===== src/rtl/ula_multiciclo.sv =====
// ula_multiciclo: multi-cycle ALU with valid/accept handshake and iterative signed mult/div.
// Define ULA_HI_EN to drive resultado_hi with the mult high half / div remainder (tied 0 otherwise).
module ula_multiciclo #(
  parameter int unsigned WIDTH   = 32,
  parameter int unsigned SHAMT_W = $clog2(WIDTH)
) (
  input  logic               clock,
  input  logic               reset,
  input  logic               entrada_valida,
  output logic               ocupado,
  input  logic [3:0]         controle_ULA,
  input  logic [WIDTH-1:0]   dado_1,
  input  logic [WIDTH-1:0]   dado_ULA,
  input  logic [SHAMT_W-1:0] shamt,
  output logic               saida_valida,
  input  logic               saida_aceita,
  output logic [WIDTH-1:0]   resultado_ULA,
  output logic [WIDTH-1:0]   resultado_hi,
  output logic               zero,
  output logic               cond,
  output logic               sobrecarga,
  output logic               erro_div
);

  typedef enum logic [1:0] {OCIOSO, CALCULA, PRONTO} estado_t;

  typedef enum logic [3:0] {
    OP_NOP  = 4'b0000, OP_MOVA = 4'b0001, OP_MOVB = 4'b0010, OP_NE   = 4'b0011,
    OP_ADD  = 4'b0100, OP_SUB  = 4'b0101, OP_MUL  = 4'b0110, OP_DIV  = 4'b0111,
    OP_AND  = 4'b1000, OP_OR   = 4'b1001, OP_NOTA = 4'b1010, OP_XOR  = 4'b1011,
    OP_EQ   = 4'b1100, OP_SLT  = 4'b1101, OP_SLL  = 4'b1110, OP_SRA  = 4'b1111
  } op_t;

  estado_t r_estado, w_prox;
  op_t     w_op;

  logic [WIDTH-1:0]   w_sum, w_dif, w_res, w_mag_a, w_mag_b, w_min;
  logic               w_cond, w_ovf, w_err, w_zero, w_iterativa;

  logic [WIDTH-1:0]   r_hi, r_lo, r_b;
  logic [SHAMT_W-1:0] r_cnt;
  logic               r_is_div, r_neg;
  logic [WIDTH-1:0]   r_res;
  logic               r_zero, r_cond, r_ovf, r_err;

  logic [WIDTH:0]     w_mul_sum, w_trial, w_sub;
  logic [WIDTH-1:0]   w_it_hi, w_it_lo, w_lo_fix;
  logic               w_qbit, w_ultimo;

  assign w_op    = op_t'(controle_ULA);
  assign w_min   = {1'b1, {(WIDTH-1){1'b0}}};
  assign w_sum   = dado_1 + dado_ULA;
  assign w_dif   = dado_1 - dado_ULA;
  assign w_mag_a = dado_1[WIDTH-1]   ? -dado_1   : dado_1;
  assign w_mag_b = dado_ULA[WIDTH-1] ? -dado_ULA : dado_ULA;

  always_comb begin
    w_res  = '0;
    w_cond = 1'b0;
    w_ovf  = 1'b0;
    w_err  = 1'b0;
    case (w_op)
      OP_MOVA: w_res = dado_1;
      OP_MOVB: w_res = dado_ULA;
      OP_ADD: begin
        w_res = w_sum;
        w_ovf = (dado_1[WIDTH-1] == dado_ULA[WIDTH-1]) && (w_sum[WIDTH-1] != dado_1[WIDTH-1]);
      end
      OP_SUB: begin
        w_res = w_dif;
        w_ovf = (dado_1[WIDTH-1] != dado_ULA[WIDTH-1]) && (w_dif[WIDTH-1] != dado_1[WIDTH-1]);
      end
      OP_DIV: begin
        w_err = (dado_ULA == '0);
        w_ovf = (dado_1 == w_min) && (dado_ULA == '1);
      end
      OP_AND:  w_res = dado_1 & dado_ULA;
      OP_OR:   w_res = dado_1 | dado_ULA;
      OP_NOTA: w_res = ~dado_1;
      OP_XOR:  w_res = dado_1 ^ dado_ULA;
      OP_EQ:   w_cond = (dado_1 == dado_ULA);
      OP_NE:   w_cond = (dado_1 != dado_ULA);
      OP_SLT:  w_cond = ($signed(dado_1) < $signed(dado_ULA));
      OP_SLL:  w_res = dado_1 << shamt;
      OP_SRA:  w_res = $signed(dado_1) >>> shamt;
      default: w_res = '0;
    endcase
    if (w_op == OP_EQ || w_op == OP_NE || w_op == OP_SLT)
      w_res = {{(WIDTH-1){1'b0}}, w_cond};
    w_zero = (w_res == '0) && (w_op != OP_NOP);
  end

  // Divide by zero skips the iteration and completes like a single-cycle op.
  assign w_iterativa = (w_op == OP_MUL) || ((w_op == OP_DIV) && !w_err);

  // One iteration step: shift-add multiply on {r_hi,r_lo}, restoring divide with r_hi as remainder.
  assign w_mul_sum = {1'b0, r_hi} + (r_lo[0] ? {1'b0, r_b} : '0);
  assign w_trial   = {r_hi, r_lo[WIDTH-1]};
  assign w_sub     = w_trial - {1'b0, r_b};
  assign w_qbit    = ~w_sub[WIDTH];

  always_comb begin
    if (r_is_div) begin
      w_it_hi = w_qbit ? w_sub[WIDTH-1:0] : w_trial[WIDTH-1:0];
      w_it_lo = {r_lo[WIDTH-2:0], w_qbit};
    end else begin
      w_it_hi = w_mul_sum[WIDTH:1];
      w_it_lo = {w_mul_sum[0], r_lo[WIDTH-1:1]};
    end
  end

  // The low half of a negated product is the negated low half, so mult and div share this fix.
  assign w_lo_fix = r_neg ? -w_it_lo : w_it_lo;
  assign w_ultimo = (r_cnt == SHAMT_W'(WIDTH-1));

`ifdef ULA_HI_EN
  logic             r_negr;
  logic [WIDTH-1:0] r_hi_o, w_hi_fix;

  always_comb begin
    if (r_is_div)
      w_hi_fix = r_negr ? -w_it_hi : w_it_hi;
    else if (r_neg)
      w_hi_fix = ~w_it_hi + {{(WIDTH-1){1'b0}}, (w_it_lo == '0)};
    else
      w_hi_fix = w_it_hi;
  end

  always_ff @(posedge clock) begin
    if (!reset) begin
      r_negr <= 1'b0;
      r_hi_o <= '0;
    end else if (r_estado == OCIOSO && entrada_valida) begin
      r_negr <= dado_1[WIDTH-1];
      r_hi_o <= '0;
    end else if (r_estado == CALCULA && w_ultimo) begin
      r_hi_o <= w_hi_fix;
    end
  end

  assign resultado_hi = r_hi_o;
`else
  assign resultado_hi = '0;
`endif

  always_ff @(posedge clock) begin
    if (!reset) r_estado <= OCIOSO;
    else        r_estado <= w_prox;
  end

  always_comb begin
    w_prox = r_estado;
    case (r_estado)
      OCIOSO:  if (entrada_valida) w_prox = w_iterativa ? CALCULA : PRONTO;
      CALCULA: if (w_ultimo)       w_prox = PRONTO;
      PRONTO:  if (saida_aceita)   w_prox = OCIOSO;
      default: w_prox = OCIOSO;
    endcase
  end

  always_ff @(posedge clock) begin
    if (!reset) begin
      r_hi     <= '0;
      r_lo     <= '0;
      r_b      <= '0;
      r_cnt    <= '0;
      r_is_div <= 1'b0;
      r_neg    <= 1'b0;
      r_res    <= '0;
      r_zero   <= 1'b0;
      r_cond   <= 1'b0;
      r_ovf    <= 1'b0;
      r_err    <= 1'b0;
    end else begin
      case (r_estado)
        OCIOSO: if (entrada_valida) begin
          r_hi     <= '0;
          r_lo     <= w_mag_a;
          r_b      <= w_mag_b;
          r_cnt    <= '0;
          r_is_div <= (w_op == OP_DIV);
          r_neg    <= dado_1[WIDTH-1] ^ dado_ULA[WIDTH-1];
          r_res    <= w_res;
          r_zero   <= w_zero;
          r_cond   <= w_cond;
          r_ovf    <= w_ovf;
          r_err    <= w_err;
        end
        CALCULA: begin
          r_hi  <= w_it_hi;
          r_lo  <= w_it_lo;
          r_cnt <= r_cnt + SHAMT_W'(1);
          if (w_ultimo) begin
            r_res  <= w_lo_fix;
            r_zero <= (w_lo_fix == '0);
          end
        end
        default: ;
      endcase
    end
  end

  assign ocupado       = (r_estado != OCIOSO);
  assign saida_valida  = (r_estado == PRONTO);
  assign resultado_ULA = r_res;
  assign zero          = r_zero;
  assign cond          = r_cond;
  assign sobrecarga    = r_ovf;
  assign erro_div      = r_err;

endmodule


===== config.mk =====
export PLATFORM = sky130hd
export DESIGN_NAME = ula_multiciclo
export DESIGN_NICKNAME = d
export VERILOG_FILES = /design/src/rtl/ula_multiciclo.sv
export SDC_FILE = /design/constraint.sdc
export NUM_CORES = 1
export LEC_CHECK = 0
export BUFFER_PORTS_ARGS = -buffer_cell sky130_fd_sc_hd__buf_2
export CORE_UTILIZATION = 30
export CTS_BUF_LIST = sky130_fd_sc_hd__clkbuf_8
export DETAILED_ROUTE_END_ITERATION = 8
export PLACE_DENSITY = 0.43
export RECOVER_POWER = 100
export SLEW_MARGIN = 20
export SYNTH_ARGS = -nofsm -noshare
export SYNTH_HDL_FRONTEND = slang
export SYNTH_SLANG_ARGS = --single-unit
export TNS_END_PERCENT = 100

===== constraint.sdc =====
create_clock -name clock -period 13.75 [get_ports clock]
set_input_delay 2.0625 -clock clock [delete_from_list [all_inputs] [get_ports clock]]
set_output_delay 2.0625 -clock clock [all_outputs]
set_load 0.02 [all_outputs]

==> metrics.md <==
| Metric | Value |
|---|---|
| Switch share | 0.485 |
| Failing checks | max-capacitance violations, max-slew violations |
| Slowest stage delay, CP | about 2600 ps |
| Via Count | between 20000 and 30000 |
| DP HPWL | between 90 and 100 mm |
| Clk_skew | 18.2 ps |
| Final Hold Fails | 0 |
| Routed WL | approximately 120 mm |
| Utilization after layout | 0.322 |
| Hold crit path type | reg2reg |
| Setup TNS | 0 ps |
| Syn Std Cell Area | roughly 23000 um2 |
| Mapped Cells | between 3000 and 4000 |
| Die Ht | 277 um |
| Ys async rst share | 0 |
| CTS resizes | 0 |
| Part of the cycle the worst path needs | 0.753 |
| Htree depth | 4 |
| Clk_lat worst skew | between 500 and 600 ps |
| P_leak | just over 0.009 uW |
| Yosys cell types | around 100 |
| DR pass1 iterations | 7 |
| Initial antenna violation count | 7 |
| Top cell type's share of synthesized area | 0.125 |
| Pin count of the biggest net entering global routing | between 80 and 90 |
| Synth area leaders | dfxtp_1 (12%), ha_1 (9.7%), nor2_1 (5.6%) |
| PortBufs | 114 |
| Syn-to-layout area delta | 6.20% |
| Total power | 1720 uW |
| CP Capture Type | flop |
| WP data arrival | approximately 11000 ps |
| Ys flop type | dfxtp_1 |
| Share of cells above drive strength 1 | 0.0849 |
| CTS root buffer | clkbuf_8 |
| GRT Residual Overflow | 0 |
| Die W | around 280 um |
| Final setup fails | 0 |
| Slew margin rel. | -1.82 |
| Least-Margin Pin Slew | approximately 4200 ps |
| Top-count cell post-synth | nor2_1 |
| F_max | about 0.097 GHz |
| Cell family with most CP delay | buffers and inverters |
| GRT Util Overall | 0.303 |
| Number of global-route vias before repair | approximately 24000 |
| Initial drt markers | ~3200 |
| # DRC | 0 |
| Post-Syn Area per Cell | roughly 7.2 um2 |
| CP cell instances | clkbuf_1 > clkbuf_1 > inv_1 > mux4_2 > nor2_1 > nor4_1 > o21ai_1 > a211o_1 > a21oi_1 > o41ai_1 > nor4b_1 > and4b_1 > and4bb_1 > o31a_1 |
| Syn. warnings | 0 |
| Int Pwr | 886 uW |
| CTS Sinks | ~140 |
| Seq/Total Area, Yosys | 0.125 |
| Crit path launch type | input pin |
| CTS buffer count | 17 |
| Leading area contributor after synthesis | dfxtp_1 |
| Avg Vias per Cell | between 6 and 7 |
| Outcome | finished, violations left |
| Antenna-violating nets left | 0 |
| Reg clk slew, reported paths | ~90 ps |
| CP max stage cell | clkbuf_1 |
| Minimum clock period | approximately 10000 ps |
| Wire per inst | 29.4 um |
| CORE AREA | 74600 um2 |
| Synth Register Bits | 141 |
| CP max FO | 63 |
| CP required | roughly 14000 ps |
| Max cap viols | 10 |
| Clk pwr share | 0.224 |
| Sequential power share | 0.270 |
| FP Rows | 100 |
| Clk buf depth | 2 |
| EDFF count, synth | 0 |
| Critical path class | in2reg |
| Net switching power | roughly 830 uW |
| TritonCTS clock tree | built |
| Io pins | 147 |
| Final #Nets | 3354 |
| Fin. max-slew vios | around 320 |
| VDD IR-drop max | between 0.07 and 0.08 mV |
| Buf/Inv on CP | 3 |
| Post-CTS Setup Bufs | 0 |
| Most Frequent Cell on Critical Path | clkbuf_1 |
| RSZ-0062 raised after global routing | false |
| Power per cell area | between 70 and 80 nW/um2 |
| Hold-fix buffers, CTS | 0 |
| First-pass GRT wire length | between 150 and 200 mm |
| RePlAce Congestion | 1.02 |
| Most instantiated cells after synthesis | nor2_1 (340), nand2_1 (271), a21oi_1 (246) |
| Fin Hold WS | roughly 450 ps |
| Total die area | approximately 77000 um2 |
| Logic pwr share | 0.506 |
| Initial Utilization | 0.304 |
power by group through the flow:
stage / sequential (uW) / clock (uW) / combinational [uW]
final: 465 / 385 / 870
after global routing: 469 / 410 / 920
after CTS: 464 / 399 / 852
after detailed placement: 474 / 0 / 847
after global placement: 473 / 0 / 849
after floorplan: 473 / 0 / 538
final timing paths:
kind                                   from                        endpoint  slack [ps]  cells after the start
max reg2reg           r_lo[31]$_SDFFE_PN0P_               zero$_SDFFE_PN0P_        6070                     26
min          resultado_ULA[19]$_SDFFE_PN0P_  resultado_ULA[19]$_SDFFE_PN0P_         450                      2
max                                shamt[1]               zero$_SDFFE_PN0P_        3400                     14
min reg2reg  resultado_ULA[19]$_SDFFE_PN0P_  resultado_ULA[19]$_SDFFE_PN0P_         450                      2
registers in the layout (all words and copies together), names as in the netlist:
name	flops
r_b	32
r_hi	32
r_lo	32
resultado_ULA	32
r_cnt	5
r_estado	2
cond	1
erro_div	1
r_is_div	1
r_neg	1
sobrecarga	1
zero	1
routing by layer:
| metal | wire length, um | GRT usage | share of wire | up-vias |
|---|---|---|---|---|
| met3 | 10300 | 0.0498 | 0.086 | 205 |
| met1 | 53300 | 0.426 | 0.44 | 12500 |
| li1 | - | - | - | 11500 |
| met2 | 51500 | 0.458 | 0.43 | 1304 |
| met5 | 51 | 0 | 0.00043 | - |
| met4 | 4730 | 0.121 | 0.039 | 8 |
cells in the final DEF (no fill, tap or decap), types with 27 or more instances in the layout:
cell type and count:
o21bai_1 27, nand2_1 270, and2_1 46, o31ai_1 44
dfxtp_1 140, clkbuf_1 49, a211oi_1 64, mux4_2 50
conb_1 32, xor2_1 39, nor2_1 337, ha_1 176
nand4_1 30, a21oi_1 246, inv_1 155, mux2i_1 85
o211ai_1 61, buf_2 71, a221oi_1 45, o21ai_0 173
nor4_1 31, a31oi_1 33, nand2b_1 29, nor3_1 99
a21o_1 35, nand3_1 64, nor2b_1 29, xnor2_1 108
buf_4 42
layout make-up:
| cell class | count | area [um2] |
|---|---|---|
| Inverter | 167 | 628 |
| Multi-Input combinational cell | 2608 | 18100 |
| Tap cell | 969 | 1210 |
| Clock buffer | 20 | 275 |
| Sequential cell | 141 | 2830 |
| Clock inverter | 12 | 149 |
| Antenna cell | 2 | 5.00 |
| Timing Repair Buffer | 162 | 855 |
| Fill cell | 8173 | 50500 |
kinds of logic (layout without fill, tap and decap cells):
family | after synthesis | in the layout | share of synthesized area
multiplexers | 168 | 168 | 0.104
adder cells (fa/ha/maj) | 180 | 180 | 0.101
XOR/XNOR | 147 | 147 | 0.0569
AO/OA/AOI/OAI | 1018 | 1018 | 0.307
other | 1 | 34 | 0.000166
flip-flops | 141 | 141 | 0.125
buffers and inverters | 442 | 361 | 0.0824
AND/OR/NAND/NOR | 1063 | 1063 | 0.224
per-stage QoR:
step           std cells  worst slack [ps]  instance area (um2)
5_1_grt             4080              2930                24000
6_report            4081              3400                24000
2_1_floorplan       3191              7900                22800
3_3_place_gp        4047              6250                23700
3_5_place_dp        4047              6250                23800
4_1_cts             4079              6220                24200
worst register-to-register path, cell delays in order (launching register included):
cell	delay (ps)
dfxtp_1	330
inv_1	70
ha_1	170
inv_1	60
fa_1	430
a211oi_1	290
o211ai_1	200
a31oi_1	310
a211oi_1	200
nor4_1	450
o31ai_1	260
a31oi_1	540
mux2_2	590
nor2_1	230
ha_1	200
nand2_1	150
nor3_1	340
nand4_1	250
or2_1	350
nor3_1	310
a21oi_1	120
o32ai_1	360
and3_1	250
o2111ai_1	120
nor4_1	550
and4_1	340
o31a_1	140
Power figures use the tool's default switching activity.
